**src/rtl/mem_seq_pkg.sv**
```systemverilog
// Shared encodings, FSM states and the size-to-byte-count helper for the memory sequencer.
package mem_seq_pkg;

    localparam logic [1:0] SZ_BYTE = 2'b00;
    localparam logic [1:0] SZ_HALF = 2'b01;
    localparam logic [1:0] SZ_WORD = 2'b10;
    localparam logic [1:0] SZ_RSVD = 2'b11;

    localparam logic RW_READ  = 1'b1;
    localparam logic RW_WRITE = 1'b0;

    typedef enum logic [1:0] {
        StIdle,
        StWait,
        StXfer,
        StDone
    } state_t;

    // The reserved size maps to 0 bytes; it is rejected before any transfer happens.
    function automatic logic [2:0] size_bytes(input logic [1:0] sz);
        logic [2:0] n;
        n = 3'd0;
        case (sz)
            SZ_BYTE: n = 3'd1;
            SZ_HALF: n = 3'd2;
            SZ_WORD: n = 3'd4;
            default: n = 3'd0;
        endcase
        return n;
    endfunction

endpackage

```
**src/rtl/mem_byte_array.sv**
```systemverilog
// Byte-wide storage: synchronous write, asynchronous read.
// Define MEM_PRELOAD_EN to load the boot image (one byte per entry) at time zero.
module mem_byte_array #(
    parameter int unsigned ADDR_W    = 8,
    parameter string       INIT_FILE = "IR.dat"
) (
    input  logic              clk,
    input  logic              we,
    input  logic [ADDR_W-1:0] waddr,
    input  logic [7:0]        wdata,
    input  logic [ADDR_W-1:0] raddr,
    output logic [7:0]        rdata
);

    localparam int unsigned Depth = 2 ** ADDR_W;

    logic [7:0] mem [Depth];

    always_ff @(posedge clk) begin
        if (we) begin
            mem[waddr] <= wdata;
        end
    end

    assign rdata = mem[raddr];

    localparam bit unused_init_file = (INIT_FILE != "");

`ifdef MEM_PRELOAD_EN
    localparam int unsigned ImageLen = 4;
    localparam logic [7:0] Image [ImageLen] = '{8'hE3, 8'hA0, 8'h00, 8'h01};

    initial begin
        for (int unsigned i = 0; i < ImageLen && i < Depth; i++) begin
            mem[i] = Image[i];
        end
    end
`endif

endmodule

```
**src/rtl/mem_seq_ctrl.sv**
```systemverilog
// Multi-cycle byte-serial memory stage with MOV/MOC handshake, big-endian transfers.
// Optional array preload is compiled in with MEM_PRELOAD_EN.
module mem_seq_ctrl
    import mem_seq_pkg::*;
#(
    parameter int unsigned WAIT_STATES = 1,
    parameter int unsigned ADDR_W      = 8,
    parameter string       INIT_FILE   = "IR.dat"
) (
    input  logic        CLK,
    input  logic        CLR,
    input  logic        MOV,
    input  logic        RW,
    input  logic [1:0]  typeData,
    input  logic [31:0] addr,
    input  logic [31:0] DataIn,
    output logic [31:0] DataOut,
    output logic        MOC,
    output logic        ERR
);

    localparam logic [3:0] WaitLast = 4'(WAIT_STATES - 1);

    state_t            state_q, state_d;
    logic [ADDR_W-1:0] base_q, base_d;
    logic              rw_q, rw_d;
    logic              bad_q, bad_d;
    logic [2:0]        n_q, n_d;
    logic [31:0]       data_q, data_d;
    logic [3:0]        wait_q, wait_d;
    logic [2:0]        byte_q, byte_d;
    logic [31:0]       dout_q, dout_d;
    logic              moc_q, moc_d;
    logic              err_q, err_d;

    logic              we;
    logic [ADDR_W-1:0] mem_addr;
    logic [7:0]        wdata;
    logic [7:0]        rdata;
    logic [4:0]        lane_lsb;
    logic [2:0]        req_n;
    logic              req_bad;

    generate
        if (ADDR_W < 32) begin : g_unused_addr
            logic unused_addr_hi;
            assign unused_addr_hi = ^addr[31:ADDR_W];
        end
    endgenerate

    // Byte k of an N-byte value sits in lane N-1-k (big-endian, right-justified).
    always_comb begin
        req_n    = size_bytes(typeData);
        req_bad  = (typeData == SZ_RSVD) ||
                   (typeData == SZ_HALF && addr[0]) ||
                   (typeData == SZ_WORD && addr[1:0] != 2'b00);
        lane_lsb = {2'(n_q - 3'd1 - byte_q), 3'b000};
        mem_addr = base_q + ADDR_W'(byte_q);
        wdata    = data_q[lane_lsb +: 8];
    end

    always_comb begin
        state_d = state_q;
        base_d  = base_q;
        rw_d    = rw_q;
        bad_d   = bad_q;
        n_d     = n_q;
        data_d  = data_q;
        wait_d  = wait_q;
        byte_d  = byte_q;
        dout_d  = dout_q;
        moc_d   = moc_q;
        err_d   = err_q;
        we      = 1'b0;

        unique case (state_q)
            StIdle: begin
                if (MOV) begin
                    base_d = addr[ADDR_W-1:0];
                    rw_d   = RW;
                    n_d    = req_n;
                    data_d = DataIn;
                    bad_d  = req_bad;
                    wait_d = 4'd0;
                    byte_d = 3'd0;
                    if (req_bad) begin
                        state_d = StDone;
                    end else if (WAIT_STATES == 0) begin
                        state_d = StXfer;
                    end else begin
                        state_d = StWait;
                    end
                end
            end
            StWait: begin
                if (wait_q == WaitLast) begin
                    wait_d  = 4'd0;
                    state_d = StXfer;
                end else begin
                    wait_d = wait_q + 4'd1;
                end
            end
            StXfer: begin
                if (rw_q == RW_WRITE) begin
                    we = 1'b1;
                end else begin
                    // First read byte clears the stale upper lanes.
                    if (byte_q == 3'd0) begin
                        dout_d = '0;
                    end
                    dout_d[lane_lsb +: 8] = rdata;
                end
                if (byte_q == n_q - 3'd1) begin
                    byte_d  = 3'd0;
                    state_d = StDone;
                end else begin
                    byte_d = byte_q + 3'd1;
                end
            end
            StDone: begin
                // MOC rises one cycle after entering DONE, then waits for MOV to drop.
                if (!moc_q) begin
                    moc_d = 1'b1;
                    err_d = bad_q;
                end else if (!MOV) begin
                    moc_d   = 1'b0;
                    err_d   = 1'b0;
                    state_d = StIdle;
                end
            end
            default: state_d = StIdle;
        endcase
    end

    always_ff @(posedge CLK or posedge CLR) begin
        if (CLR) begin
            state_q <= StIdle;
            base_q  <= '0;
            rw_q    <= RW_READ;
            bad_q   <= 1'b0;
            n_q     <= 3'd0;
            data_q  <= '0;
            wait_q  <= 4'd0;
            byte_q  <= 3'd0;
            dout_q  <= '0;
            moc_q   <= 1'b0;
            err_q   <= 1'b0;
        end else begin
            state_q <= state_d;
            base_q  <= base_d;
            rw_q    <= rw_d;
            bad_q   <= bad_d;
            n_q     <= n_d;
            data_q  <= data_d;
            wait_q  <= wait_d;
            byte_q  <= byte_d;
            dout_q  <= dout_d;
            moc_q   <= moc_d;
            err_q   <= err_d;
        end
    end

    mem_byte_array #(
        .ADDR_W   (ADDR_W),
        .INIT_FILE(INIT_FILE)
    ) u_array (
        .clk  (CLK),
        .we   (we),
        .waddr(mem_addr),
        .wdata(wdata),
        .raddr(mem_addr),
        .rdata(rdata)
    );

    assign DataOut = dout_q;
    assign MOC     = moc_q;
    assign ERR     = err_q;

endmodule
```
**config.mk**
```make
export PLATFORM = sky130hd
export DESIGN_NAME = mem_seq_ctrl
export DESIGN_NICKNAME = d
export VERILOG_FILES = /design/src/rtl/mem_seq_pkg.sv /design/src/rtl/mem_byte_array.sv /design/src/rtl/mem_seq_ctrl.sv
export SDC_FILE = /design/constraint.sdc
export NUM_CORES = 2
export LEC_CHECK = 0
export CAP_MARGIN = 20
export CORE_ASPECT_RATIO = 2
export CORE_MARGIN = 4
export CORE_UTILIZATION = 62
export CTS_CLUSTER_DIAMETER = 100
export DETAILED_ROUTE_END_ITERATION = 8
export GPL_TIMING_DRIVEN = 1
export PLACE_DENSITY = 0.84
export SYNTH_ARGS = -nofsm -noshare
export SYNTH_HDL_FRONTEND = slang
export SYNTH_HIERARCHICAL = 1
export SYNTH_SLANG_ARGS = --single-unit
```
**constraint.sdc**
```tcl
create_clock -name CLK -period 5.05 [get_ports CLK]
set_clock_uncertainty 0.1 [all_clocks]
set_input_delay 0.505 -clock CLK [delete_from_list [all_inputs] [get_ports CLK]]
set_output_delay 0.505 -clock CLK [all_outputs]
set_load 0.005 [all_outputs]
```
# Word level (Yosys, flattened, before mapping)
# Memories as Yosys holds them, arrays and structs flattened.
# Index checks and enable logic that the tools add are counted.
[word_totals] register_bits=88 latch_bits=0 ramBits=2048 mem_bits_ro=0 inputBits=70 wordCells=77 memories=1
[op_classes] add_sub_neg=6 mul=0 div_mod_pow=0 magnitude_cmp=0 n_eq_ne=13 shift=3 mux=26 bitwise_logic=0 reduce_logical=17
[mem_list] memory="u_array.mem" words=256 word_bits=8 rd=1 rd_clocked_by_memory_dff=0 wr=1 line_no="mem_byte_array.sv:17" text="logic [7:0] mem [Depth];"
[op_table] cell="32-bit two-way mux" count=3
[op_table] cell="32-bit bitwise mux" count=1
[op_table] cell="8-bit by 7-bit variable shift with 32-bit output (first input constant)" count=1
[op_table] cell="32-bit by 6-bit indexed part select with 8-bit output" count=1
[op_table] cell="8-bit by 7-bit indexed part select with 32-bit output" count=1
[op_table] cell="2-bit two-way mux" count=6
[op_table] cell="2-bit inequality test (second input constant)" count=6
[op_table] cell="2-bit AND reduction" count=5
[op_table] cell="3-bit one-hot mux with 3 select lines" count=1
[op_table] cell="8-bit by 3-bit adder with 8-bit output" count=1
[op_table] cell="2-bit == test (second input constant)" count=4
[op_table] cell="1-bit two-way mux" count=8
[op_table] cell="4-bit two-way mux" count=2
[op_table] cell="2-bit one-hot mux with 4 select lines" count=1
[op_table] cell="4-bit one-hot mux with 2 select lines" count=1
[op_table] cell="5-bit negator with 7-bit output" count=1
[op_table] cell="3-bit two-way mux" count=2
[op_table] cell="3-bit one-hot mux with 2 select lines" count=1
[op_table] cell="2-bit nonzero test" count=3
[op_table] cell="5-bit AND reduction" count=1
[op_table] cell="4-bit by 1-bit adder with 4-bit output (second input constant)" count=1
[op_table] cell="2-bit by 1-bit == test with 1-bit output (second input constant)" count=2
[op_table] cell="2-bit logical NOT" count=2
[op_table] cell="4-bit logical NOT" count=1
[op_table] cell="7 further kinds" count=9

# Longest topological paths before layout
[depth] depth_word=7 ltp_mapped=15 mapped_depth_nobuf=13

# Modules after synthesis
# Netlist, hierarchy kept.
[by_module_without_submodules] module="mem_byte_array" instances=1 cells_each=3725 area_each_um2=79396.1
[by_module_without_submodules] module="mem_seq_ctrl" instances=1 cells_each=293 area_each_um2=4046.4

# Worst setup path after synthesis
# No wires, ideal clock.
[synth_path] path_kind="reg2reg" startpoint="register n_q[0]" endpoint="memory u_array.mem[0][0], data pin" t_arrival_ns=3.222 t_required_ns=4.398 slack_ns=1.177 path_stages_with_launch=6 n_path_buf=0 synth_period_minus_slack_ns=3.873 cell_sequence="dfrtp_1 inv_1 ha_1 xnor2_4 xor2_4 mux4_2"
[synth_between] elab_chain_len=3
[synth_lines] item="from (decl)" line_no="mem_seq_ctrl.sv:28" text="logic [2:0] n_q, n_d;"
[synth_lines] item="from (signal assigned)" line_no="mem_seq_ctrl.sv:153" text="n_q <= n_d;"
[synth_lines] item="3-bit by 1-bit subtractor with 3-bit output"
[synth_lines] item="2-bit subtractor" line_no="mem_seq_ctrl.sv:57" text="lane_lsb = {2'(n_q - 3'd1 - byte_q), 3'b000};"
[synth_lines] item="32-bit by 6-bit indexed part select with 8-bit output" line_no="mem_seq_ctrl.sv:59" text="wdata = data_q[lane_lsb +: 8];"
[synth_lines] item="via wdata[0]" line_no="mem_seq_ctrl.sv:38" text="logic [7:0] wdata;"
[synth_lines] item="to (decl)" line_no="mem_byte_array.sv:17"
# The timed path passes the listed nets, and every way through them passes these cells.

# Worst setup path after layout
[layout_path] startpoint="register byte_q[0]" endpoint="register dout_q[1], in the netlist DataOut[1]"
[layout_between] elab_cells_between_ends=11 classes_between="add/sub (3); shift (2); mux (4); reduce/logical (1); memory (1)"
[layout_rtl] item="from (decl)" line_no="mem_seq_ctrl.sv:31" text="logic [2:0] byte_q, byte_d;"
[layout_rtl] item="from (signal assigned)" line_no="mem_seq_ctrl.sv:156" text="byte_q <= byte_d;"
[layout_rtl] item="8-bit by 3-bit adder with 8-bit output" line_no="mem_seq_ctrl.sv:58" text="mem_addr = base_q + ADDR_W'(byte_q);"
[layout_rtl] item="via mem_addr[4]" line_no="mem_seq_ctrl.sv:37" text="logic [ADDR_W-1:0] mem_addr;"
[layout_rtl] item="memory read 256 x 8 bit"
[layout_rtl] item="via rdata[1]" line_no="mem_seq_ctrl.sv:39" text="logic [7:0] rdata;"
[layout_rtl] item="8-bit by 7-bit indexed part select with 32-bit output" line_no="mem_seq_ctrl.sv:111" text="dout_d[lane_lsb +: 8] = rdata;"
[layout_rtl] item="32-bit bitwise mux" line_no="mem_seq_ctrl.sv:111"
[layout_rtl] item="to (signal assigned)" line_no="mem_seq_ctrl.sv:157" text="dout_q <= dout_d;"
[layout_rtl] item="to (decl)" line_no="mem_seq_ctrl.sv:32" text="logic [31:0] dout_q, dout_d;"
# The timed path passes the listed nets, and every way through them passes these cells. The select of a mux whose other input is x is not followed.
# A chain may end at the register's enable or synchronous reset.

==> insert_results.sql <==
INSERT INTO impl_metrics (metric_group, metric, value, unit) VALUES
('outcome', 'outcome', 'complete, but fails checks', ''),
('layout', 'fillCellCount', '6908', ''),
('sta', 'worst_slack', '-0.106', 'ns'),
('floorplanning', 'top_level_ports', '104', ''),
('grt', 'global_route_usage_over_all_layers', '34.0', '%'),
('synthesis', 'synth_fp_nets', '4104', ''),
('clock_tree', 'cts.clk_slew.worst_paths', '0.07', 'ns'),
('drt', 'drtIter0Drc', '8041', ''),
('drt', 'drt.antenna.violating_nets', '0', ''),
('setup_path', 'timing.critical_path.to_type', 'register', ''),
('setup_path', 'reg2regPathDepth', '13', ''),
('setup_path', 'critical_path.startpoint', 'byte_q[0]', ''),
('placement', 'routability_driven_placement_congestion_ratio', '0.920', ''),
('placement', 'hpwlAfterDp', '141000', 'um'),
('setup_path', 'required', '5.63', 'ns'),
('synthesis', 'yosysTopAreaCellShare', '73.7', '%'),
('sta', 'hold_violations', '0', ''),
('layout', 'num-nets-final', '4575', ''),
('setup_path', 'criticalPathCategory', 'register to register', ''),
('sta', 'final_min_period_over_clock_period', '102', '%'),
('sta', 'min_period', '5.16', 'ns'),
('clock_tree', 'cts_max_level', '4', ''),
('grt', 'grt_first_pass_wirelength', '342000', 'um'),
('setup_path', 'timing.critical_path.cells', 'ha_4, fa_4, a21o_1, nand2_1, xnor2_2, buf_4, and3b_1, o221ai_1, o211ai_1, a21oi_1, nor4_1, nor4_1, a22o_1', ''),
('drt', 'drt-pass1-iter-count', '9', ''),
('floorplanning', 'core_region_area', '134000', 'um^2'),
('layout', 'drive_gt1_share', '27.6', '%'),
('clock_tree', 'cts_root_buffer', 'clkbuf_16', ''),
('run', 'max-cap-violations', '0', ''),
('synthesis', 'synth_register_bits', '2136', ''),
('sta', 'setup_viol_count_final', '4', ''),
('drt', 'vias', '46400', ''),
('sta', 'fmax', '194', 'MHz'),
('setup_path', 'delay_of_the_slowest_cell_on_the_worst_path', '0.86', 'ns'),
('setup_path', 'crit_slowest_cell', 'nor4_1', ''),
('synthesis', 'synth_area_per_cell', '20.8', 'um^2'),
('setup_path', 'crit_path_frequent_cell', 'nor4_1', ''),
('sta', 'tightestPinTransition', '1.40', 'ns'),
('synthesis', 'proportion_of_synthesized_chip_area_in_sequential_cells', '76.3', '%'),
('synthesis', 'synthTopCellsByCount', '2048 x edfxtp_1, 462 x mux4_2, 290 x nor2_1', ''),
('grt', 'globalRouteOverflowTotal', '0', ''),
('drt', 'detail_route.wirelength', '238000', 'um'),
('setup_path', 'cp_max_fo', '22', ''),
('drt', 'drc', '1', ''),
('outcome', 'violations', 'design-rule violations, negative setup slack', ''),
('synthesis', 'synth_cell_types', '76', ''),
('synthesis', 'synthDominantAreaCellType', 'edfxtp_1', ''),
('layout', 'area.growth.synth_to_final', '13.4', '%'),
('clock_tree', 'cts.repair_timing.setup_buffer_count', '0', ''),
('grt', 'pin_count_of_the_biggest_net_entering_global_routing', '112', ''),
('setup_path', 'critPathCapture', 'DataOut[1]', ''),
('setup_path', 'crit-reg2reg-launch', 'byte_q[0]', ''),
('setup_path', 'critical_path.top_delay_family', 'simple AND/OR/NAND/NOR gates', ''),
('synthesis', 'synth.top_cells.by_area', 'edfxtp_1 74%, mux4_2 12%, dfrtp_1 2.6%, mux2i_1 1.6%, nor2_1 1.3%', ''),
('sta', 'timing_max_transition_violations_final', '0', ''),
('clock_tree', 'cts_num_sinks', '2136', ''),
('drt', 'routed_wire_length_per_instance', '37.5', 'um'),
('placement', 'io_buffer_count', '79', ''),
('hold_path', 'holdCritStartpoint', 'addr[5]', ''),
('floorplanning', 'floorplan.initialDensity', '62.3', '%'),
('synthesis', 'synth_area', '83400', 'um^2'),
('synthesis', 'ys_async_sr_fraction', '4.12', '%'),
('setup_path', 'worstSetupStartpointType', 'register', ''),
('synthesis', 'yosys_warnings', '6', ''),
('setup_path', 'rrSetupSlack', '-0.11', 'ns'),
('synthesis', 'synth_cells', '4018', ''),
('synthesis', 'dominantRegCellSynth', 'edfxtp_1', ''),
('clock_tree', 'clockBufferDepth', '4', ''),
('clock_tree', 'cts_tree', 'done', ''),
('floorplanning', 'floorplan.die.width', '267', 'um'),
('hold_path', 'timing.hold.worst.class', 'primary input to register', '');
## layer usage
metal | vias to the layer above | global-route usage, % | part of all wire [%]
li1 | 17600 | - | -
met5 | - | 0 | 0.020
met1 | 23000 | 37.4 | 28
met3 | 1292 | 7.51 | 11
met4 | 8 | 28.9 | 11
met2 | 4481 | 55.9 | 50
## sequential cells by signal (all words and copies together), names as in the netlist
name and cells:
base_q 8, n_q 3, bad_q 1, MOC 1, ERR 1, wait_q 4, state_q 2, rw_q 1
DataOut 32, byte_q 3, u_array/mem 2048, data_q 32
## worst register-to-register path, stage by stage, from the launching register on
cell,delay [ns]
dfrtp_1,0.45
ha_4,0.19
fa_4,0.47
a21o_1,0.19
nand2_1,0.14
xnor2_2,0.28
buf_4,0.49
and3b_1,0.44
o221ai_1,0.32
o211ai_1,0.32
a21oi_1,0.14
nor4_1,0.87
nor4_1,0.35
a22o_1,0.30
## final cells by class
| class | count | area (um^2) | share of cell area, % |
|---|---|---|---|
| clock inverter | 103 | 1080 | 1.14 |
| sequential | 2136 | 63700 | 67.3 |
| clock buffer | 195 | 4430 | 4.68 |
| tap | 1728 | 2160 | 2.28 |
| antenna | 3 | 7.51 | 0.00793 |
| multi-input combinational | 1626 | 18400 | 19.5 |
| inverter | 15 | 57.6 | 0.0608 |
| timing repair buffer | 541 | 4810 | 5.08 |
## cells by family (layout without fill, tap and decap cells)
| kind of cell | after synthesis | after routing | synth area share [%] |
|---|---|---|---|
| buffers and inverters | 257 | 854 | 1.86 |
| DFF | 2136 | 2136 | 76.3 |
| other | 0 | 3 | 0 |
| AOI/OAI and AO/OA | 443 | 443 | 3.80 |
| xor gates and xnor gates | 9 | 9 | 0.157 |
| adders and majority gates | 16 | 16 | 0.249 |
| muxes | 644 | 644 | 14.8 |
| and+or+nand+nor | 513 | 514 | 2.83 |
## repair_timing
| item | in CTS | in global routing |
|---|---|---|
| pin swaps | 0 | 1 |
| endpoints found under the setup margin | 8 | 26 |
| endpoints found under the hold margin | 34 | 0 |
| gates cloned | 0 | 1 |
| hold buffers | 1 | 0 |
| resized for setup | 2 | 11 |
## through the flow
step           utilization, %  hold WS [ns]  instances  instance area (um^2)  worst slack [ns]
6_report                 70.7         0.223       6347                 94700            -0.106
5_1_grt                  70.7         0.222       6345                 94700            0.0522
3_5_place_dp             66.5         0.368       6042                 89000             0.131
4_1_cts                  70.6         0.199       6341                 94500            0.0163
2_1_floorplan               -         0.350       4018                 83400              1.18
3_3_place_gp             66.5         0.361       6042                 89000             0.298
## cells in the final DEF, fill, tap and decap left out, types with 5 or more instances in the layout
cell type	instances
a22oi_1	133
a211oi_1	16
mux4_2	454
clkinv_2	32
mux4_4	8
mux2i_1	136
clkinv_4	6
nor4_1	18
o22a_1	5
edfxtp_1	2048
clkinvlp_4	18
a21oi_1	99
clkbuf_16	173
inv_6	6
dfrtp_1	87
clkdlybuf4s50_1	79
nand4_1	10
mux2_2	44
nand2_1	49
bufinv_16	20
ha_1	14
clkinv_1	23
a221oi_1	14
clkbuf_1	20
nand2b_1	12
buf_12	42
nand3_1	36
nor2_1	287
a22o_1	41
inv_1	13
o21ai_0	18
nor3_1	23
nor4_2	7
nor2b_1	30
o211ai_1	10
and2_1	7
o22ai_1	28
o221ai_1	46
buf_4	417
## worst min path at each step
stage          cells past startpoint         end
3_5_place_dp                       2         ERR
6_report                           2   base_q[5]
5_1_grt                            2  data_q[27]
4_1_cts                            2   base_q[7]
3_3_place_gp                       2         ERR
2_1_floorplan                      2      n_q[1]
Power is left out: the tool's default activity adds up to more than one toggle a clock period on the data nets, which glitch-free logic cannot reach.
